$ cat config.mk
export PLATFORM = sky130hd
export DESIGN_NAME = alu_exec_unit
export DESIGN_NICKNAME = d
export VERILOG_FILES = /design/src/rtl/alu_exec_unit.sv
export SDC_FILE = /design/constraint.sdc
export NUM_CORES = 1
export LEC_CHECK = 0
export CORE_MARGIN = 2
export CORE_UTILIZATION = 63
export CTS_CLUSTER_DIAMETER = 50
export DETAILED_ROUTE_END_ITERATION = 8
export PLACE_DENSITY = 0.91
export SYNTH_ARGS = -nofsm -noshare
export SYNTH_HDL_FRONTEND = slang
export SYNTH_SLANG_ARGS = --single-unit
$ cat constraint.sdc
create_clock -name clk -period 3.75 [get_ports clk]
set_input_delay 0.75 -clock clk [delete_from_list [all_inputs] [get_ports clk]]
set_output_delay 0.75 -clock clk [all_outputs]
set_load 0.05 [all_outputs]
$ cat src/rtl/alu_exec_unit.sv
`default_nettype none
// ============================================================================
//  Module   : alu_exec_unit
//  Purpose  : Execute-stage ALU. Accepts an operation through a valid/ready
//             handshake and returns a registered result with zero/carry/
//             overflow/sign flags. Non-shift ops finish in one cycle; shifts
//             run on an iterative one-bit-per-cycle shifter.
//  Ports    : clk, rst (async, active-high), flush (sync discard)
//             in_valid / in_ready  : request handshake
//             alu_sel, a, b        : operation select and operands
//             out_valid / out_ready: result handshake
//             result, zf, cf, vf, sf : registered result and flags
//  Revision : 1.0 - initial release
// ============================================================================
module alu_exec_unit #(
  parameter int WIDTH = 32
) (
  input  logic             clk,
  input  logic             rst,
  input  logic             flush,
  input  logic             in_valid,
  output logic             in_ready,
  input  logic [3:0]       alu_sel,
  input  logic [WIDTH-1:0] a,
  input  logic [WIDTH-1:0] b,
  output logic             out_valid,
  input  logic             out_ready,
  output logic [WIDTH-1:0] result,
  output logic             zf,
  output logic             cf,
  output logic             vf,
  output logic             sf
);

  localparam int SHW = $clog2(WIDTH);

  // Operation encodings; must track the ALU control decoder's ALU_* values.
  localparam logic [3:0] ALU_ADD  = 4'd0;
  localparam logic [3:0] ALU_SUB  = 4'd1;
  localparam logic [3:0] ALU_SLL  = 4'd2;
  localparam logic [3:0] ALU_SLT  = 4'd3;
  localparam logic [3:0] ALU_SLTU = 4'd4;
  localparam logic [3:0] ALU_XOR  = 4'd5;
  localparam logic [3:0] ALU_SRL  = 4'd6;
  localparam logic [3:0] ALU_SRA  = 4'd7;
  localparam logic [3:0] ALU_OR   = 4'd8;
  localparam logic [3:0] ALU_AND  = 4'd9;
  localparam logic [3:0] ALU_PASS = 4'd10;

  typedef enum logic [1:0] {
    S_IDLE  = 2'd0,
    S_SHIFT = 2'd1,
    S_DONE  = 2'd2
  } state_t;

  state_t           state_q;
  logic [3:0]       op_q;
  logic [WIDTH-1:0] shreg_q;
  logic [SHW-1:0]   cnt_q;
  logic [WIDTH-1:0] result_q;
  logic             out_valid_q;
  logic             zf_q, cf_q, vf_q, sf_q;

  // Single-cycle datapath, evaluated on the incoming request.
  logic             is_sub;
  logic             is_shift;
  logic [SHW-1:0]   shamt;
  logic [WIDTH-1:0] b_op;
  logic [WIDTH:0]   sum;
  logic             add_cf, add_vf;
  logic             arith;
  logic [WIDTH-1:0] result_d;
  logic             zf_d, cf_d, vf_d, sf_d;
  logic [WIDTH-1:0] shreg_d;

  always_comb begin
    is_sub   = (alu_sel == ALU_SUB) || (alu_sel == ALU_SLT) || (alu_sel == ALU_SLTU);
    is_shift = (alu_sel == ALU_SLL) || (alu_sel == ALU_SRL) || (alu_sel == ALU_SRA);
    shamt    = b[SHW-1:0];
    // Subtraction as a + ~b + 1 so carry-out means "no borrow".
    b_op     = is_sub ? ~b : b;
    sum      = {1'b0, a} + {1'b0, b_op} + {{WIDTH{1'b0}}, is_sub};
    add_cf   = sum[WIDTH];
    add_vf   = (a[WIDTH-1] == b_op[WIDTH-1]) && (sum[WIDTH-1] != a[WIDTH-1]);

    arith    = 1'b0;
    result_d = b;
    case (alu_sel)
      ALU_ADD, ALU_SUB: begin
        result_d = sum[WIDTH-1:0];
        arith    = 1'b1;
      end
      ALU_SLT: begin
        result_d = {{(WIDTH-1){1'b0}}, sum[WIDTH-1] ^ add_vf};
        arith    = 1'b1;
      end
      ALU_SLTU: begin
        result_d = {{(WIDTH-1){1'b0}}, ~add_cf};
        arith    = 1'b1;
      end
      ALU_AND:  result_d = a & b;
      ALU_OR:   result_d = a | b;
      ALU_XOR:  result_d = a ^ b;
      // Reached only with a zero shift amount: the operand passes through.
      ALU_SLL, ALU_SRL, ALU_SRA: result_d = a;
      ALU_PASS: result_d = b;
      default:  result_d = b;
    endcase

    // Compare ops report flags of the underlying subtraction, not the 0/1 result.
    if (arith) begin
      cf_d = add_cf;
      vf_d = add_vf;
      zf_d = (sum[WIDTH-1:0] == '0);
      sf_d = sum[WIDTH-1];
    end else begin
      cf_d = 1'b0;
      vf_d = 1'b0;
      zf_d = (result_d == '0);
      sf_d = result_d[WIDTH-1];
    end
  end

  // One step of the iterative shifter. The shift register's MSB still holds
  // the original a[WIDTH-1] during SRA, so it serves as the sign fill.
  always_comb begin
    case (op_q)
      ALU_SLL: shreg_d = {shreg_q[WIDTH-2:0], 1'b0};
      ALU_SRL: shreg_d = {1'b0, shreg_q[WIDTH-1:1]};
      default: shreg_d = {shreg_q[WIDTH-1], shreg_q[WIDTH-1:1]};
    endcase
  end

  always_ff @(posedge clk or posedge rst) begin
    if (rst) begin
      state_q     <= S_IDLE;
      op_q        <= 4'd0;
      shreg_q     <= '0;
      cnt_q       <= '0;
      result_q    <= '0;
      out_valid_q <= 1'b0;
      zf_q        <= 1'b0;
      cf_q        <= 1'b0;
      vf_q        <= 1'b0;
      sf_q        <= 1'b0;
    end else if (flush) begin
      // Result register deliberately keeps its last value.
      state_q     <= S_IDLE;
      out_valid_q <= 1'b0;
    end else begin
      case (state_q)
        S_IDLE: begin
          if (in_valid) begin
            op_q <= alu_sel;
            if (is_shift && (shamt != '0)) begin
              shreg_q <= a;
              cnt_q   <= shamt;
              state_q <= S_SHIFT;
            end else begin
              result_q    <= result_d;
              zf_q        <= zf_d;
              cf_q        <= cf_d;
              vf_q        <= vf_d;
              sf_q        <= sf_d;
              out_valid_q <= 1'b1;
              state_q     <= S_DONE;
            end
          end
        end
        S_SHIFT: begin
          shreg_q <= shreg_d;
          cnt_q   <= cnt_q - SHW'(1);
          // Last step: publish the final shifted value directly.
          if (cnt_q == SHW'(1)) begin
            result_q    <= shreg_d;
            zf_q        <= (shreg_d == '0);
            cf_q        <= 1'b0;
            vf_q        <= 1'b0;
            sf_q        <= shreg_d[WIDTH-1];
            out_valid_q <= 1'b1;
            state_q     <= S_DONE;
          end
        end
        S_DONE: begin
          if (out_ready) begin
            out_valid_q <= 1'b0;
            state_q     <= S_IDLE;
          end
        end
        default: begin
          state_q     <= S_IDLE;
          out_valid_q <= 1'b0;
        end
      endcase
    end
  end

  assign in_ready  = (state_q == S_IDLE) && !flush;
  assign out_valid = out_valid_q;
  assign result    = result_q;
  assign zf        = zf_q;
  assign cf        = cf_q;
  assign vf        = vf_q;
  assign sf        = sf_q;

endmodule
`default_nettype wire
==> flow_metrics.env, run 1 <==
export IMPL_post_synth_instance_area_um2=9370
export IMPL_synth_warning_count=0
export IMPL_numPortBuffers=110
export IMPL_post_dp_hpwl_um=34900
export IMPL_fp_row_count=44
export IMPL_share_of_async_settable_or_async_resettable_flops_after_synthesis_pct=100
export IMPL_cts_buffers=9
export IMPL_cts_hold_buffers_added=0
export IMPL_cts_sink_count=80
export IMPL_first_global_vias=17646
export IMPL_netlist_instances=1286
export IMPL_clock_tree_buffer_depth=2
export IMPL_grt_ovfl_total=423
export IMPL_cts_max_level=3
export IMPL_die_width_um=126
export IMPL_post_synth_edffs=0
export IMPL_yosys_cell_types_count=82
export IMPL_syn_area_per_cell_um2=7.28
export IMPL_post_synth_and_or_nand_nor_area_fraction_pct=20.2
export IMPL_synth_top_family_by_area="compound AO/OA/AOI/OAI gates"
export IMPL_routabilityCongestion=1.14
export IMPL_synth_ff_type="sky130_fd_sc_hd__dfrtp_1"
export IMPL_pin_count=111
export IMPL_clock_root_buffer="sky130_fd_sc_hd__clkbuf_16"
export IMPL_ys_top_cells_by_area="sky130_fd_sc_hd__dfrtp_1 21%, sky130_fd_sc_hd__ha_1 13%, sky130_fd_sc_hd__o21ai_0 9.0%, sky130_fd_sc_hd__nand2_1 8.1%, sky130_fd_sc_hd__a21oi_1 5.1%"
export IMPL_synth_adder_area_share_pct=13.2
export IMPL_synth_compound_area_share_pct=30.2
export IMPL_top_cells_by_count_synth="203 x sky130_fd_sc_hd__nand2_1, 169 x sky130_fd_sc_hd__o21ai_0, 97 x sky130_fd_sc_hd__ha_1, 96 x sky130_fd_sc_hd__a21oi_1, 87 x sky130_fd_sc_hd__inv_1"
export IMPL_synth_mux_area_share_pct=2.12
export IMPL_status="aborted with a tool error"
export IMPL_firstError="[ERROR GRT-0116] Global routing finished with congestion. Check the congestion regions in the DRC Viewer."
export IMPL_total_nets_after_synthesis=1457
export IMPL_placed_cells_incl_taps=1821
export IMPL_grt_first_pass_wirelength_um=115000
export IMPL_synth_largest_type_area_fraction_pct=21.4
export IMPL_gr_usage_all_layers_pct=91.5
export IMPL_last_stage_reached="global routing (5_1_grt)"
export IMPL_synth_seq_cells=80
export IMPL_synth_sequential_area_ratio_pct=21.4
export IMPL_synth_top_cell_by_area="sky130_fd_sc_hd__dfrtp_1"
export IMPL_grt_max_degree=82
export IMPL_synth_most_common_cell="sky130_fd_sc_hd__nand2_1"
export IMPL_start_util_pct=64.5
export IMPL_synthXorXnorAreaFrac_pct=5.52
export IMPL_die_height_um=126
routing by layer:
| metal | GRT overflow | GRT usage (%) |
|---|---|---|
| met5 | 3 | 45.8 |
| met4 | 139 | 97.7 |
| met3 | 16 | 80.6 |
| met2 | 260 | 105 |
| met1 | 5 | 88.0 |
timing repair:
| action | 4_1_cts |
|---|---|
| endpoints found under the setup margin | 32 |
| pin swaps | 48 |
| buffers inserted | 28 |
| resized for setup | 116 |
| gates cloned | 1 |
stage by stage:
step	utilization [%]	instance area [um2]	TNS, ps	setup slack [ps]
floorplan	-	9660	-2770	-766
global placement	89.7	13000	-23000	-1310
detailed placement	89.7	13000	-30740	-1700
CTS	96.2	14000	-3410	-695
cell families after synthesis:
group | count (synthesis)
adder cells (fa/ha/maj) | 98
XOR/XNOR | 59
buffers and inverters | 174
flip-flops | 80
multiplexers | 19
AO/OA/AOI/OAI | 446
AND/OR/NAND/NOR | 410
==> inputs of run 2 (changes only) <==
CORE_UTILIZATION = 40   (was 63)
CTS_CLUSTER_DIAMETER = default   (was 50)
PLACE_DENSITY = default   (was 0.91)
PLACE_DENSITY_LB_ADDON = 0.15   (was default)
==> flow_metrics.env, run 2 <==
export IMPL_pin_count=111
export IMPL_final_core_util_pct=65.7
export IMPL_timing_final_hold_violations=0
export IMPL_min_period_over_period_pct=114
export IMPL_multi_input_area_um2=7720
export IMPL_placedInstanceArea_um2=13300
export IMPL_grt_setup_unrepaired="true"
export IMPL_post_synth_instance_area_um2=9370
export IMPL_clk_pin_slew_ps=60
export IMPL_die_width_um=157
export IMPL_fin_nets=1887
export IMPL_post_route_worst_setup_slack_ps=-543
export IMPL_grt_first_pass_wirelength_um=61100
export IMPL_synth_warning_count=0
export IMPL_routabilityCongestion=1.02
export IMPL_fp_coreArea_um2=22800
export IMPL_hold_path_class="reg -> reg"
export IMPL_crit_type="in -> reg"
export IMPL_tritoncts="built"
export IMPL_post_synth_edffs=0
export IMPL_die_height_um=157
export IMPL_finalWorstPathRequiredPeriod_ps=4290
export IMPL_post_synth_and_or_nand_nor_area_fraction_pct=20.2
export IMPL_cts_max_level=3
export IMPL_ys_top_cells_by_area="sky130_fd_sc_hd__dfrtp_1 21%, sky130_fd_sc_hd__ha_1 13%, sky130_fd_sc_hd__o21ai_0 9.0%, sky130_fd_sc_hd__nand2_1 8.1%, sky130_fd_sc_hd__a21oi_1 5.1%"
export IMPL_post_place_ws_ps=-1490
export IMPL_synth_largest_type_area_fraction_pct=21.4
export IMPL_share_of_async_settable_or_async_resettable_flops_after_synthesis_pct=100
export IMPL_drc=0
export IMPL_finalInstanceArea_um2=15000
export IMPL_synth_top_cell_by_area="sky130_fd_sc_hd__dfrtp_1"
export IMPL_final_setup_viol_count=13
export IMPL_vdd_ir_drop_max_mv=0.240
export IMPL_worst_setup_path_end_kind="flip-flop"
export IMPL_slew_viol_final=0
export IMPL_grt_ovfl_total=0
export IMPL_synth_mux_area_share_pct=2.12
export IMPL_cp_required_ps=4020
export IMPL_synth_sequential_area_ratio_pct=21.4
export IMPL_status="finished, violations left"
export IMPL_ff_latch_area_um2=2000
export IMPL_synth_adder_area_share_pct=13.2
export IMPL_slew_headroom_pct=29.4
export IMPL_cts_buffers=9
export IMPL_drive_above_1_share_pct=33.7
export IMPL_num_antenna_cells=0
export IMPL_top_cells_by_count_synth="203 x sky130_fd_sc_hd__nand2_1, 169 x sky130_fd_sc_hd__o21ai_0, 97 x sky130_fd_sc_hd__ha_1, 96 x sky130_fd_sc_hd__a21oi_1, 87 x sky130_fd_sc_hd__inv_1"
export IMPL_top_library_cells_by_usage_in_the_layout_fill_and_taps_aside="360 x sky130_fd_sc_hd__buf_4, 193 x sky130_fd_sc_hd__nand2_1, 132 x sky130_fd_sc_hd__o21ai_0"
export IMPL_clock_tree_buffer_depth=2
export IMPL_crit_path_start_kind="input pin"
export IMPL_clock_root_buffer="sky130_fd_sc_hd__clkbuf_16"
export IMPL_netlist_instances=1286
export IMPL_violations_in_the_final_reports="negative setup slack"
export IMPL_antenna_left=0
export IMPL_syn2layout_area_growth_pct=60.2
export IMPL_fmax_ghz=0.233
export IMPL_synthXorXnorAreaFrac_pct=5.52
export IMPL_filler_cell_count=2030
export IMPL_worstPathArrival_ps=4560
export IMPL_cts_hold_buffers_added=0
export IMPL_start_util_pct=41.0
export IMPL_timing_worst_slew_pin_value_ps=1060
export IMPL_wl_per_cell_um=20.2
export IMPL_via_count=11599
export IMPL_post_dp_hpwl_um=32200
export IMPL_cts_sink_count=80
export IMPL_gr_usage_all_layers_pct=32.5
export IMPL_timing_reg2reg_setup_slack_ps=1080
export IMPL_avgViaCountPerCell=5.70
export IMPL_drt_initial_drc_count=996
export IMPL_total_nets_after_synthesis=1457
export IMPL_power_total_mw=5.97
export IMPL_grt_antenna_before_repair=0
export IMPL_first_global_vias=10911
export IMPL_cellLeakagePower_nw=6.80
export IMPL_power_density_nw_per_um2=398
export IMPL_numPortBuffers=110
export IMPL_synth_ff_type="sky130_fd_sc_hd__dfrtp_1"
export IMPL_cap_viol_max_count=0
export IMPL_totalWireLength_um=41100
export IMPL_fp_row_count=55
export IMPL_synth_most_common_cell="sky130_fd_sc_hd__nand2_1"
export IMPL_synth_seq_cells=80
export IMPL_grt_max_degree=89
export IMPL_fin_skew_ps=9.87
export IMPL_detailedRoute_firstPassIterationCount=5
export IMPL_syn_area_per_cell_um2=7.28
export IMPL_leading_cell_type_in_the_layout_fill_and_taps_excluded="sky130_fd_sc_hd__buf_4"
export IMPL_yosys_cell_types_count=82
export IMPL_worst_skew_pair_late_latency_ps=340
export IMPL_critical_path_max_fanout=6
export IMPL_die_area_um2=24700
export IMPL_synth_top_family_by_area="compound AO/OA/AOI/OAI gates"
export IMPL_synth_compound_area_share_pct=30.2
run 2: cell counts after synthesis:
No cell type changed its count.
run 2: final timing paths:
kind	cells after the start	to	startpoint
min in group asynchronous	2	result[24]$_DFFE_PP0P_	rst
hold / removal	2	result[1]$_DFFE_PP0P_	result[1]$_DFFE_PP0P_
setup reg to reg	7	zf$_DFFE_PP0P_	shreg_q[5]$_DFFE_PP0P_
max in group asynchronous	3	shreg_q[5]$_DFFE_PP0P_	rst
hold reg to reg	2	result[1]$_DFFE_PP0P_	result[1]$_DFFE_PP0P_
setup / recovery	20	zf$_DFFE_PP0P_	alu_sel[1]
run 2: report_power, final:
group | internal (mW) | total [mW] | switching (mW) | leakage (nW)
Combinational | 1.62 | 3.63 | 2.01 | 5.64
Sequential | 1.15 | 1.40 | 0.254 | 1.01
Clock | 0.584 | 0.941 | 0.358 | 0.150
Total | 3.35 | 5.97 | 2.63 | 6.80
run 2: cell families (layout without fill, tap and decap cells):
family | count (synthesis) | after routing
adders and majority gates | 98 | 98
AOI/OAI and AO/OA | 446 | 446
xor gates and xnor gates | 59 | 59
buffers and inverters | 174 | 609
muxes | 19 | 19
DFF | 80 | 80
and+or+nand+nor | 410 | 410
run 2: layer usage:
metal  GRT usage, %  routed length (um)  share of wire [%]
met1           44.2               17700                 43
met4           11.3                1420                3.5
met5              0                   0                  0
met3           5.18                3450                8.4
met2           52.4               18500                 45
run 2: stage by stage:
stage               TNS [ps]  hold slack, ps  std cells
finish                 -2910             477       2034
global route           -4940             496       2034
CTS                    -2630             484       2023
detailed placement    -29030             464       1967
global placement      -25650             461       1967
floorplan              -2770             450       1286
run 2: layout make-up:
class / count / share of cell area [%]
multi-input cells: 1032 / 51.4
inverters: 89 / 2.23
repair buffers: 504 / 28.3
clock buffers: 11 / 1.55
flip-flops and latches: 80 / 13.3
clock inverters: 5 / 0.542
well taps: 313 / 2.61
run 2: critical path, stage by stage:
cell and delay (ps):
sky130_fd_sc_hd__buf_8 100, sky130_fd_sc_hd__nor3b_4 210, sky130_fd_sc_hd__nor2_2 70, sky130_fd_sc_hd__nor2_4 180, sky130_fd_sc_hd__buf_6 130, sky130_fd_sc_hd__buf_12 150, sky130_fd_sc_hd__xnor2_2 140, sky130_fd_sc_hd__ha_4 250
sky130_fd_sc_hd__buf_12 130, sky130_fd_sc_hd__nand2_2 50, sky130_fd_sc_hd__o211ai_1 110, sky130_fd_sc_hd__a221o_1 400, sky130_fd_sc_hd__a211oi_4 280, sky130_fd_sc_hd__nand2_2 120, sky130_fd_sc_hd__buf_6 150, sky130_fd_sc_hd__nand4_1 80
sky130_fd_sc_hd__nand3b_1 110, sky130_fd_sc_hd__or4_1 540, sky130_fd_sc_hd__or4_4 490, sky130_fd_sc_hd__a21oi_2 120
run 2: what timing repair did:
| action | 4_1_cts | 5_1_grt |
|---|---|---|
| pin swaps | 65 | 67 |
| setup buffers | 41 | 13 |
| gates cloned | 2 | 0 |
| gates resized for setup | 124 | 98 |
| endpoints found under the setup margin | 32 | 27 |
Power figures use the tool's default switching activity.
==> inputs of run 3 (changes only) <==
clock period = 4.8 ns   (was 3.75 ns; I/O delays follow)
==> flow_metrics.env, run 3 (synthesis gave the netlist of run 2 again) <==
export IMPL_via_count=10996
export IMPL_post_dp_hpwl_um=30600
export IMPL_clock_tree_buffer_depth=2
export IMPL_worstPathArrival_ps=4930
export IMPL_start_util_pct=41.0
export IMPL_cp_required_ps=5070
export IMPL_fmax_ghz=0.215
export IMPL_cts_buffers=9
export IMPL_drc=0
export IMPL_gr_usage_all_layers_pct=31.0
export IMPL_top_library_cells_by_usage_in_the_layout_fill_and_taps_aside="283 x sky130_fd_sc_hd__buf_4, 203 x sky130_fd_sc_hd__nand2_1, 163 x sky130_fd_sc_hd__o21ai_0"
export IMPL_crit_path_start_kind="input pin"
export IMPL_ff_latch_area_um2=2000
export IMPL_avgViaCountPerCell=5.70
export IMPL_totalWireLength_um=38200
export IMPL_cellLeakagePower_nw=6.08
export IMPL_fin_skew_ps=8.53
export IMPL_timing_final_hold_violations=0
export IMPL_grt_max_degree=89
export IMPL_clkPwrFrac_pct=15.8
export IMPL_fp_coreArea_um2=22800
export IMPL_timing_worst_slew_pin_value_ps=1160
export IMPL_first_global_vias=10407
export IMPL_slew_viol_final=0
export IMPL_cap_viol_max_count=0
export IMPL_grt_first_pass_wirelength_um=58500
export IMPL_pin_count=111
export IMPL_fp_row_count=55
export IMPL_post_route_worst_setup_slack_ps=139
export IMPL_fin_nets=1782
export IMPL_finalWorstPathRequiredPeriod_ps=4660
export IMPL_power_spent_charging_and_discharging_nets_mw=1.90
export IMPL_worst_setup_path_end_kind="flip-flop"
export IMPL_filler_cell_count=2151
export IMPL_num_antenna_cells=0
export IMPL_slew_headroom_pct=22.2
export IMPL_drive_above_1_share_pct=24.1
export IMPL_critical_path_max_fanout=4
export IMPL_status="complete, no violations"
export IMPL_final_core_util_pct=58.6
export IMPL_grt_antenna_before_repair=0
export IMPL_power_share_sequential_pct=25.6
export IMPL_clock_root_buffer="sky130_fd_sc_hd__clkbuf_16"
export IMPL_power_density_nw_per_um2=320
export IMPL_worst_skew_pair_late_latency_ps=340
export IMPL_cts_hold_buffers_added=0
export IMPL_clk_pin_slew_ps=60
export IMPL_leading_cell_type_in_the_layout_fill_and_taps_excluded="sky130_fd_sc_hd__buf_4"
export IMPL_die_area_um2=24700
export IMPL_cts_sink_count=80
export IMPL_drt_initial_drc_count=980
export IMPL_combPwrFrac_pct=58.6
export IMPL_placedInstanceArea_um2=12600
export IMPL_antenna_left=0
export IMPL_wl_per_cell_um=19.8
export IMPL_hold_path_class="reg -> reg"
export IMPL_post_place_ws_ps=-772
export IMPL_cts_max_level=3
export IMPL_crit_type="in -> reg"
export IMPL_finalInstanceArea_um2=13400
export IMPL_grt_ovfl_total=0
export IMPL_power_switching_share_pct=44.4
export IMPL_cell_internal_pwr_mw=2.38
export IMPL_routabilityCongestion=0.988
export IMPL_min_period_over_period_pct=97.1
export IMPL_syn2layout_area_growth_pct=43.0
export IMPL_detailedRoute_firstPassIterationCount=5
export IMPL_tritoncts="built"
export IMPL_vdd_ir_drop_max_mv=0.205
export IMPL_die_height_um=157
export IMPL_multi_input_area_um2=7030
export IMPL_die_width_um=157
export IMPL_final_setup_viol_count=0
export IMPL_final_setup_tns_ps=0
export IMPL_numPortBuffers=110
run 3: changes by cell type in the layout (fill, tap and decap cells not counted), sizes merged:
| cell | delta |
|---|---|
| bufinv | -1 |
| buf | -105 |
| clkinvlp | -1 |
| clkinv | +1 |
run 3: per-stage QoR:
stage,std cells,power [mW],hold slack [ps]
6_report,1928,4.29,473
3_5_place_dp,1886,3.47,467
4_1_cts,1918,4.21,479
2_1_floorplan,1286,2.41,450
3_3_place_gp,1886,3.43,451
5_1_grt,1928,4.55,498
run 3: path summary, 6_finish.rpt:
kind / startpoint / end / slack (ps) / cells after the start
worst min register to register: result[26]$_DFFE_PP0P_ / result[26]$_DFFE_PP0P_ / 470 / 2
worst max-delay path: alu_sel[1] / zf$_DFFE_PP0P_ / 140 / 15
worst max register to register: op_q[0]$_DFFE_PP0P_ / zf$_DFFE_PP0P_ / 1420 / 9
worst min-delay path: result[26]$_DFFE_PP0P_ / result[26]$_DFFE_PP0P_ / 470 / 2
max in group asynchronous: rst / shreg_q[3]$_DFFE_PP0P_ / 2760 / 3
min in group asynchronous: rst / shreg_q[25]$_DFFE_PP0P_ / 1150 / 2
run 3: critical path: stages:
cell                        delay [ps]
sky130_fd_sc_hd__buf_2             120
sky130_fd_sc_hd__nor3b_4           220
sky130_fd_sc_hd__nor2_2             70
sky130_fd_sc_hd__nor2_4            210
sky130_fd_sc_hd__buf_4             150
sky130_fd_sc_hd__xnor2_1           150
sky130_fd_sc_hd__fa_2              510
sky130_fd_sc_hd__a221oi_2          290
sky130_fd_sc_hd__o22ai_1           160
sky130_fd_sc_hd__a2111o_1          360
sky130_fd_sc_hd__or4_4             530
sky130_fd_sc_hd__a2111oi_4         350
sky130_fd_sc_hd__nand4_1           130
sky130_fd_sc_hd__or4_1             550
sky130_fd_sc_hd__a21oi_2           160
run 3: power groups by stage:
stage	clock network, mW	logic, mW	registers, mW
6_report	0.677	2.51	1.10
4_1_cts	0.683	2.44	1.09
2_1_floorplan	0	1.03	1.39
5_1_grt	0.717	2.71	1.13
3_3_place_gp	0	2.34	1.10
3_5_place_dp	0	2.36	1.10
run 3: area by class of cell:
type / instances / share of cell area [%]
Clock buffer: 11 / 1.81
Clock inverter: 4 / 0.336
Inverter: 89 / 2.50
Multi-Input combinational cell: 1032 / 52.5
Sequential cell: 80 / 14.9
Tap cell: 313 / 2.92
Timing Repair Buffer: 399 / 25.0
run 3: metal layers:
metal / up-vias / wire [um] / GRT usage, %
li1: 5275 / - / -
met1: 5194 / 17100 / 43.9
met2: 470 / 17000 / 48.7
met3: 57 / 3070 / 4.32
met4: 0 / 1040 / 9.39
met5: - / 0 / 0
run 3: repair_timing:
item	in CTS	in global routing
gates cloned	1	0
pin swaps	24	33
hold endpoints to repair	0	0
setup endpoints to repair	2	5
setup buffers	16	10
resized for setup	33	31
